==> src/rtl/generation_controller_if.sv <==
// Signal bundle between the generation controller and the surrounding
// grid logic / user interface. The master side issues load/run/halt
// requests and supplies the grid words; the slave side (the controller)
// returns the register controls and run status.
interface generation_controller_if #(
  parameter int DATA_SIZE = 64,
  parameter int GEN_WIDTH = 16
);
  logic                 load_req;
  logic                 start;
  logic                 halt;
  logic [GEN_WIDTH-1:0] run_gens;
  logic [DATA_SIZE-1:0] grid_in;
  logic [DATA_SIZE-1:0] mem_out;
  logic                 write_enable;
  logic                 load_run;
  logic                 busy;
  logic                 done;
  logic [GEN_WIDTH-1:0] gen_count;
  logic                 stable;

  modport master (
    output load_req, start, halt, run_gens, grid_in, mem_out,
    input  write_enable, load_run, busy, done, gen_count, stable
  );

  modport slave (
    input  load_req, start, halt, run_gens, grid_in, mem_out,
    output write_enable, load_run, busy, done, gen_count, stable
  );
endinterface

==> src/rtl/generation_controller.sv <==
// Sequencing FSM for the Game-of-Life grid state register.
// Loads the register from the external word, then advances it one
// generation per commit from the grid calculator, waiting CALC_LATENCY
// settle cycles before each commit. Runs stop when the programmed count
// is exhausted, on halt, or (optionally) when a still life is seen.
// Optional feature macro: STILL_LIFE_DETECT_EN enables the grid_in ==
// mem_out comparator that ends a run early and sets the sticky stable flag.
module generation_controller #(
  parameter int DATA_SIZE    = 64,
  parameter int GEN_WIDTH    = 16,
  parameter int CALC_LATENCY = 1
) (
  input  logic                    clk,
  input  logic                    reset,
  generation_controller_if.slave  bus
);

  typedef enum logic [2:0] {
    IDLE   = 3'd0,
    LOAD   = 3'd1,
    SETTLE = 3'd2,
    COMMIT = 3'd3,
    DONE   = 3'd4
  } state_t;

  // Settle counter only needs to hold CALC_LATENCY; keep at least one bit
  // so the zero-latency build still has a legal vector.
  localparam int CW = (CALC_LATENCY < 2) ? 1 : $clog2(CALC_LATENCY + 1);
  localparam logic [CW-1:0] SETTLE_INIT = CW'(CALC_LATENCY);
  // With no calculator latency a generation is a bare commit cycle.
  localparam state_t RUN_ENTRY = (CALC_LATENCY == 0) ? COMMIT : SETTLE;

  state_t               state_reg, state_next;
  logic [CW-1:0]        settle_reg, settle_next;
  logic [GEN_WIDTH-1:0] remaining_reg, remaining_next;
  logic [GEN_WIDTH-1:0] gen_count_reg, gen_count_next;
  logic                 stable_reg, stable_next;

  logic [DATA_SIZE-1:0] next_word;
  logic [DATA_SIZE-1:0] cur_word;

  assign next_word = bus.grid_in;
  assign cur_word  = bus.mem_out;

`ifdef STILL_LIFE_DETECT_EN
  logic same_word;
  // A generation that reproduces the current grid is a still life.
  assign same_word = (next_word == cur_word);
`else
  logic unused_words;
  // Grid words are only consumed by the still-life comparator.
  assign unused_words = ^{next_word, cur_word};
`endif

  // State and run counters; reset abandons any run without a write.
  always_ff @(posedge clk) begin
    if (reset) begin
      state_reg     <= IDLE;
      settle_reg    <= '0;
      remaining_reg <= '0;
      gen_count_reg <= '0;
      stable_reg    <= 1'b0;
    end else begin
      state_reg     <= state_next;
      settle_reg    <= settle_next;
      remaining_reg <= remaining_next;
      gen_count_reg <= gen_count_next;
      stable_reg    <= stable_next;
    end
  end

  // Next-state and counter update logic.
  always_comb begin
    state_next     = state_reg;
    settle_next    = settle_reg;
    remaining_next = remaining_reg;
    gen_count_next = gen_count_reg;
    stable_next    = stable_reg;

    case (state_reg)
      IDLE: begin
        // Load wins over a simultaneous start; the start is simply dropped.
        if (bus.load_req) begin
          state_next = LOAD;
        end else if (bus.start) begin
          stable_next = 1'b0;
          if (bus.run_gens == '0) begin
            state_next = DONE;
          end else begin
            remaining_next = bus.run_gens;
            settle_next    = SETTLE_INIT;
            state_next     = RUN_ENTRY;
          end
        end
      end

      LOAD: begin
        gen_count_next = '0;
        stable_next    = 1'b0;
        state_next     = IDLE;
      end

      SETTLE: begin
        if (bus.halt) begin
          state_next = DONE;
        end else if (settle_reg <= CW'(1)) begin
          settle_next = '0;
          state_next  = COMMIT;
        end else begin
          settle_next = settle_reg - CW'(1);
        end
      end

      COMMIT: begin
        // The write happens this cycle whatever comes next.
        gen_count_next = gen_count_reg + GEN_WIDTH'(1);
        remaining_next = remaining_reg - GEN_WIDTH'(1);
        if ((remaining_reg == GEN_WIDTH'(1)) || bus.halt) begin
          state_next = DONE;
        end else begin
          settle_next = SETTLE_INIT;
          state_next  = RUN_ENTRY;
        end
`ifdef STILL_LIFE_DETECT_EN
        if (same_word) begin
          stable_next = 1'b1;
          state_next  = DONE;
        end
`endif
      end

      DONE: begin
        state_next = IDLE;
      end

      default: begin
        state_next = IDLE;
      end
    endcase
  end

  // Moore outputs decoded from the registered state and counters.
  assign bus.write_enable = (state_reg == LOAD) || (state_reg == COMMIT);
  assign bus.load_run     = (state_reg == SETTLE) || (state_reg == COMMIT) ||
                            (state_reg == DONE);
  assign bus.busy         = (state_reg != IDLE);
  assign bus.done         = (state_reg == DONE);
  assign bus.gen_count    = gen_count_reg;
  assign bus.stable       = stable_reg;

endmodule
==> src/flat_wrapper.sv <==
// flat-port wrapper written by rule: the top's interface ports become plain ports
module generation_controller_flat 
#(
  parameter int DATA_SIZE    = 64,
  parameter int GEN_WIDTH    = 16,
  parameter int CALC_LATENCY = 1
)
  (clk, reset, bus_load_req, bus_start, bus_halt, bus_run_gens, bus_grid_in, bus_mem_out, bus_write_enable, bus_load_run, bus_busy, bus_done, bus_gen_count, bus_stable);
  generation_controller_if #(.DATA_SIZE(DATA_SIZE), .GEN_WIDTH(GEN_WIDTH)) bus_i ();
  input  logic clk;
  input  logic reset;
  input wire logic [$bits(bus_i.load_req)-1:0] bus_load_req;
  input wire logic [$bits(bus_i.start)-1:0] bus_start;
  input wire logic [$bits(bus_i.halt)-1:0] bus_halt;
  input wire logic [$bits(bus_i.run_gens)-1:0] bus_run_gens;
  input wire logic [$bits(bus_i.grid_in)-1:0] bus_grid_in;
  input wire logic [$bits(bus_i.mem_out)-1:0] bus_mem_out;
  output wire logic [$bits(bus_i.write_enable)-1:0] bus_write_enable;
  output wire logic [$bits(bus_i.load_run)-1:0] bus_load_run;
  output wire logic [$bits(bus_i.busy)-1:0] bus_busy;
  output wire logic [$bits(bus_i.done)-1:0] bus_done;
  output wire logic [$bits(bus_i.gen_count)-1:0] bus_gen_count;
  output wire logic [$bits(bus_i.stable)-1:0] bus_stable;
  assign bus_i.load_req = bus_load_req;
  assign bus_i.start = bus_start;
  assign bus_i.halt = bus_halt;
  assign bus_i.run_gens = bus_run_gens;
  assign bus_i.grid_in = bus_grid_in;
  assign bus_i.mem_out = bus_mem_out;
  assign bus_write_enable = bus_i.write_enable;
  assign bus_load_run = bus_i.load_run;
  assign bus_busy = bus_i.busy;
  assign bus_done = bus_i.done;
  assign bus_gen_count = bus_i.gen_count;
  assign bus_stable = bus_i.stable;
  generation_controller #(.DATA_SIZE(DATA_SIZE), .GEN_WIDTH(GEN_WIDTH), .CALC_LATENCY(CALC_LATENCY)) u_core (.clk(clk), .reset(reset), .bus(bus_i));
endmodule
==> config.mk <==
export PLATFORM = sky130hd
export DESIGN_NAME = generation_controller_flat
export DESIGN_NICKNAME = d
export VERILOG_FILES = /design/src/rtl/generation_controller_if.sv /design/src/rtl/generation_controller.sv /design/src/flat_wrapper.sv
export SDC_FILE = /design/constraint.sdc
export NUM_CORES = 1
export LEC_CHECK = 0
export CORE_MARGIN = 8
export CORE_UTILIZATION = 32
export CTS_CLUSTER_SIZE = 16
export DETAILED_ROUTE_END_ITERATION = 8
export HOLD_SLACK_MARGIN = 0.02
export PLACE_DENSITY = 0.89
export SLEW_MARGIN = 10
export SYNTH_ARGS = -nofsm -noshare
export SYNTH_HDL_FRONTEND = slang
export SYNTH_SLANG_ARGS = --single-unit
==> constraint.sdc <==
create_clock -name clk -period 1.7 [get_ports clk]
set_input_delay 0.34 -clock clk [delete_from_list [all_inputs] [get_ports clk]]
set_output_delay 0.34 -clock clk [all_outputs]
set_load 0.05 [all_outputs]
==> key figures <==
Critical path
  • Req. time, crit path: 1890 ps
  • Kind of capture point of the worst setup path: register
  • Reg-to-reg endpoint: u_core.remaining_reg[7]
  • Origin of the critical flop-to-flop path: u_core.remaining_reg[0]
  • Crit path DAT: 1900 ps
  • R2R setup slack: 30 ps
  • Crit path launch: bus_run_gens[5]
  • CP max stage delay: 540 ps
  • Count of cell instances traversed by the critical path: 6
  • Category of cells accounting for the largest share of critical-path delay: buffers and inverters
  • Critical path buffers and inverters: 2
  • Maximum fanout count along the critical path: 9
  • Count of cells along the worst register-to-register path: 5
  • Endpoint of the most critical setup path: u_core.remaining_reg[6]
  • Critical path cell sequence: clkdlybuf4s50_1 > nor4_4 > and4_4 > buf_4 > a211o_1 > a32o_1
  • Startpoint class of the critical path: primary input
  • Critical path's slowest cell: clkdlybuf4s50_1
  • Critical path class: in2reg

Drt
  • Initial DRC Count: 288
  • Metal1 wirelength: 3.46 mm
  • Routed wire length: 8.38 mm
  • Via density: 6.12
  • Topmost layer with routed signal wires: met4
  • Count of vias placed by the detailed router: 2908
  • First-pass detailed-route iteration total: 5
  • Detail Route Antenna Nets: 0
  • Detailed-routed wire length on met2: 3.87 mm
  • Per-cell routed wire length: 17.7 um
  • Post-route DRC: 0
  • Met3 layer wire length in the routed design: 807 um

Synthesis
  • Total of flip-flops plus latches after synthesis: 35
  • Most instantiated flip-flop cell in the synthesis netlist: dfxtp_1
  • Top-area cell type share of the netlist area: 29.4%
  • Mapped cell area: 2390 sq um
  • Nets in the synthesized netlist: 440
  • Share of synthesized registers carrying an async set or reset: 0%
  • Synthesized area per cell: 8.28 sq um
  • Cell type with the largest total area after synthesis: dfxtp_1
  • Area contributors post-synth: dfxtp_1 29%, nand2_1 4.1%, a21oi_1 3.4%, nand3_1 3.1%, nor2_1 3.0%
  • Number of standard cells after synthesis: 288
  • Fraction of the yosys area taken by sequential cells: 29.4%
  • Yosys warns: 0
  • Synth cell types: 69
  • Number of synthesized flops with an enable pin: 0

GRT
  • Via count of the first global-routing pass: 2651
  • First-pass GRT wire length: 12.5 mm
  • GR Overflow Total: 0
  • Maximum number of pins on one net before global-route repair: 24
  • Initial antenna violation count: 0
  • Aggregate global-route resource usage: 14.6%

STA
  • Hold Fails Final Rpt: 0
  • Final number of setup-violating endpoints: 1
  • FMAX: 583 MHz
  • Worst-case setup margin in the final layout: -14.4 ps
  • Worst setup skew after layout: 6.98 ps
  • Final period utilization: 101%
  • Actual transition at the worst max-transition pin: 512 ps
  • Headroom to the max-slew limit: 65.7%
  • Final critical path time including I/O delays and setup: 1710 ps
  • Total count of max-transition violations in the final report: 0

Power and ir drop
  • Total power: 2.38 mW
  • Power per cell area: 669 nW/um^2
  • Worst ir drop on vdd: 0.306 mV
  • Static leakage: 1.46 nW

Finish
  • Share of cells above drive strength 1: 37.0%
  • Diode insertion count for antenna repair: 0
  • Layout Cell Area excl Fill: 3550 sq um
  • Final net count: 527
  • Area growth, synth to finish: 48.9%

Floorplan
  • Starting Density: 32.9%
  • Width of the die: 102 um
  • Height of the die: 102 um
  • DIE AREA: 10500 sq um
  • Placement Rows: 31
  • Total I/O pin count: 170
  • Core region area: 7250 sq um

Job
  • Number of max-cap violations: 0

Clocking
  • Clock transition time at the flip-flop clock pins of the worst setup and hold paths: 80 ps
  • Root Buffer: clkbuf_8
  • Total clock buffers created by CTS: 5
  • Hold-fix buffers at CTS: 0
  • Number of buffers on the longest clock path: 2
  • Sink count of the clock tree: 35
  • H-tree levels: 2
  • Clock network latency to the later pin of the worst-skew pair: 300 ps
  • TritonCTS clock tree: built

Place
  • Final Wtd Congestion: 0.878
  • # port buffers: 40
  • Half-perimeter wire length of the detailed placement result: 5.60 mm
  • Pre-CTS setup slack: -549 ps
  • Instance area at placement: 3240 sq um

Outcome
  • Result of the run: finished with violations
  • Violations in the final reports: setup timing

Worst hold path
  • Kind of path behind the tightest hold check: reg2reg
## cells in the mapped netlist (all sizes together) (4+ instances only)
cell    number
o32ai        7
nand3       15
nand4        5
and3         5
and2         5
a21o         4
clkbuf      12
nor4         9
inv          7
nand2       27
buf          9
a21oi       16
o21ai       12
and4         4
nor2        19
dfxtp       35
a211oi       6
nor3        13
a31oi        8
or4          5
a22oi        7
## per-layer routing
layer  GRT usage [%]  up-vias
met3            3.68       35
li1                -     1297
met5               0        -
met4            5.76        0
met2            23.0      186
met1            18.6     1390
## cell families after synthesis
logic type      after synthesis  share of synthesized area, %
simple gates                121                          31.0
mux                           3                          1.26
buf+inv                      29                          7.71
flops                        35                          29.4
other cells                   1                         0.157
fa+ha+maj                     3                          1.57
compound gates               96                          28.9
## cell usage in the layout, fill, tap and decap left out, drive strengths merged, types with 3 or more instances in the layout
master / n
nand2: 27
o211ai: 3
dlygate4sd2: 7
a211oi: 6
a21o: 4
nand4: 5
clkbuf: 6
nand3: 15
dlymetal6s2s: 7
ha: 3
or4: 5
buf: 81
dfxtp: 35
clkdlybuf4s50: 6
mux2i: 3
o21bai: 3
and3: 5
nor2: 19
inv: 7
and4: 4
o32ai: 7
o21ai: 12
a41oi: 3
nor4: 9
and2: 5
nor3b: 3
nor4b: 3
o22ai: 3
a22oi: 7
a31oi: 8
nor3: 13
a21oi: 16
## power by group
part / internal (mW) / total, mW / switching, mW
sequential: 0.855 / 0.912 / 0.0568
clock: 0.287 / 0.615 / 0.328
combinational: 0.392 / 0.849 / 0.457
## worst min path at each step
stage / slack, ps / to / from / cells past startpoint
after floorplan: 470 / u_core.remaining_reg[15] / u_core.remaining_reg[15] / 2
after global placement: 460 / u_core.bus.gen_count[15] / u_core.bus.gen_count[15] / 1
after detailed placement: 470 / u_core.bus.gen_count[9] / u_core.bus.gen_count[9] / 1
after CTS: 490 / u_core.bus.gen_count[9] / u_core.bus.gen_count[9] / 1
after global routing: 510 / u_core.bus.gen_count[9] / u_core.bus.gen_count[9] / 1
final: 490 / u_core.bus.gen_count[15] / u_core.bus.gen_count[15] / 1
## through the flow
step           hold slack (ps)  utilization, %  setup TNS (ps)  cells
6_report                   490            49.0           -14.4    475
5_1_grt                    508            49.0            -232    475
4_1_cts                    486            46.8           -22.1    467
3_5_place_dp               474            44.6           -8960    458
3_3_place_gp               459            44.6           -9100    458
2_1_floorplan              468               -           -57.1    288
## what timing repair did
action,CTS,global route
resized for setup,22,28
setup buffers,1,9
pin swaps,5,11
setup endpoints to repair,22,20
## cell type report
cell class	count	area, sq um
Clock buffer	6	72.6
Timing Repair Buffer	101	932
Inverter	8	30.0
Sequential cell	35	733
Clock inverter	2	12.5
Multi-Input combinational cell	224	1650
Fill cell	622	3700
Tap cell	99	124
Power figures use the tool's default switching activity.
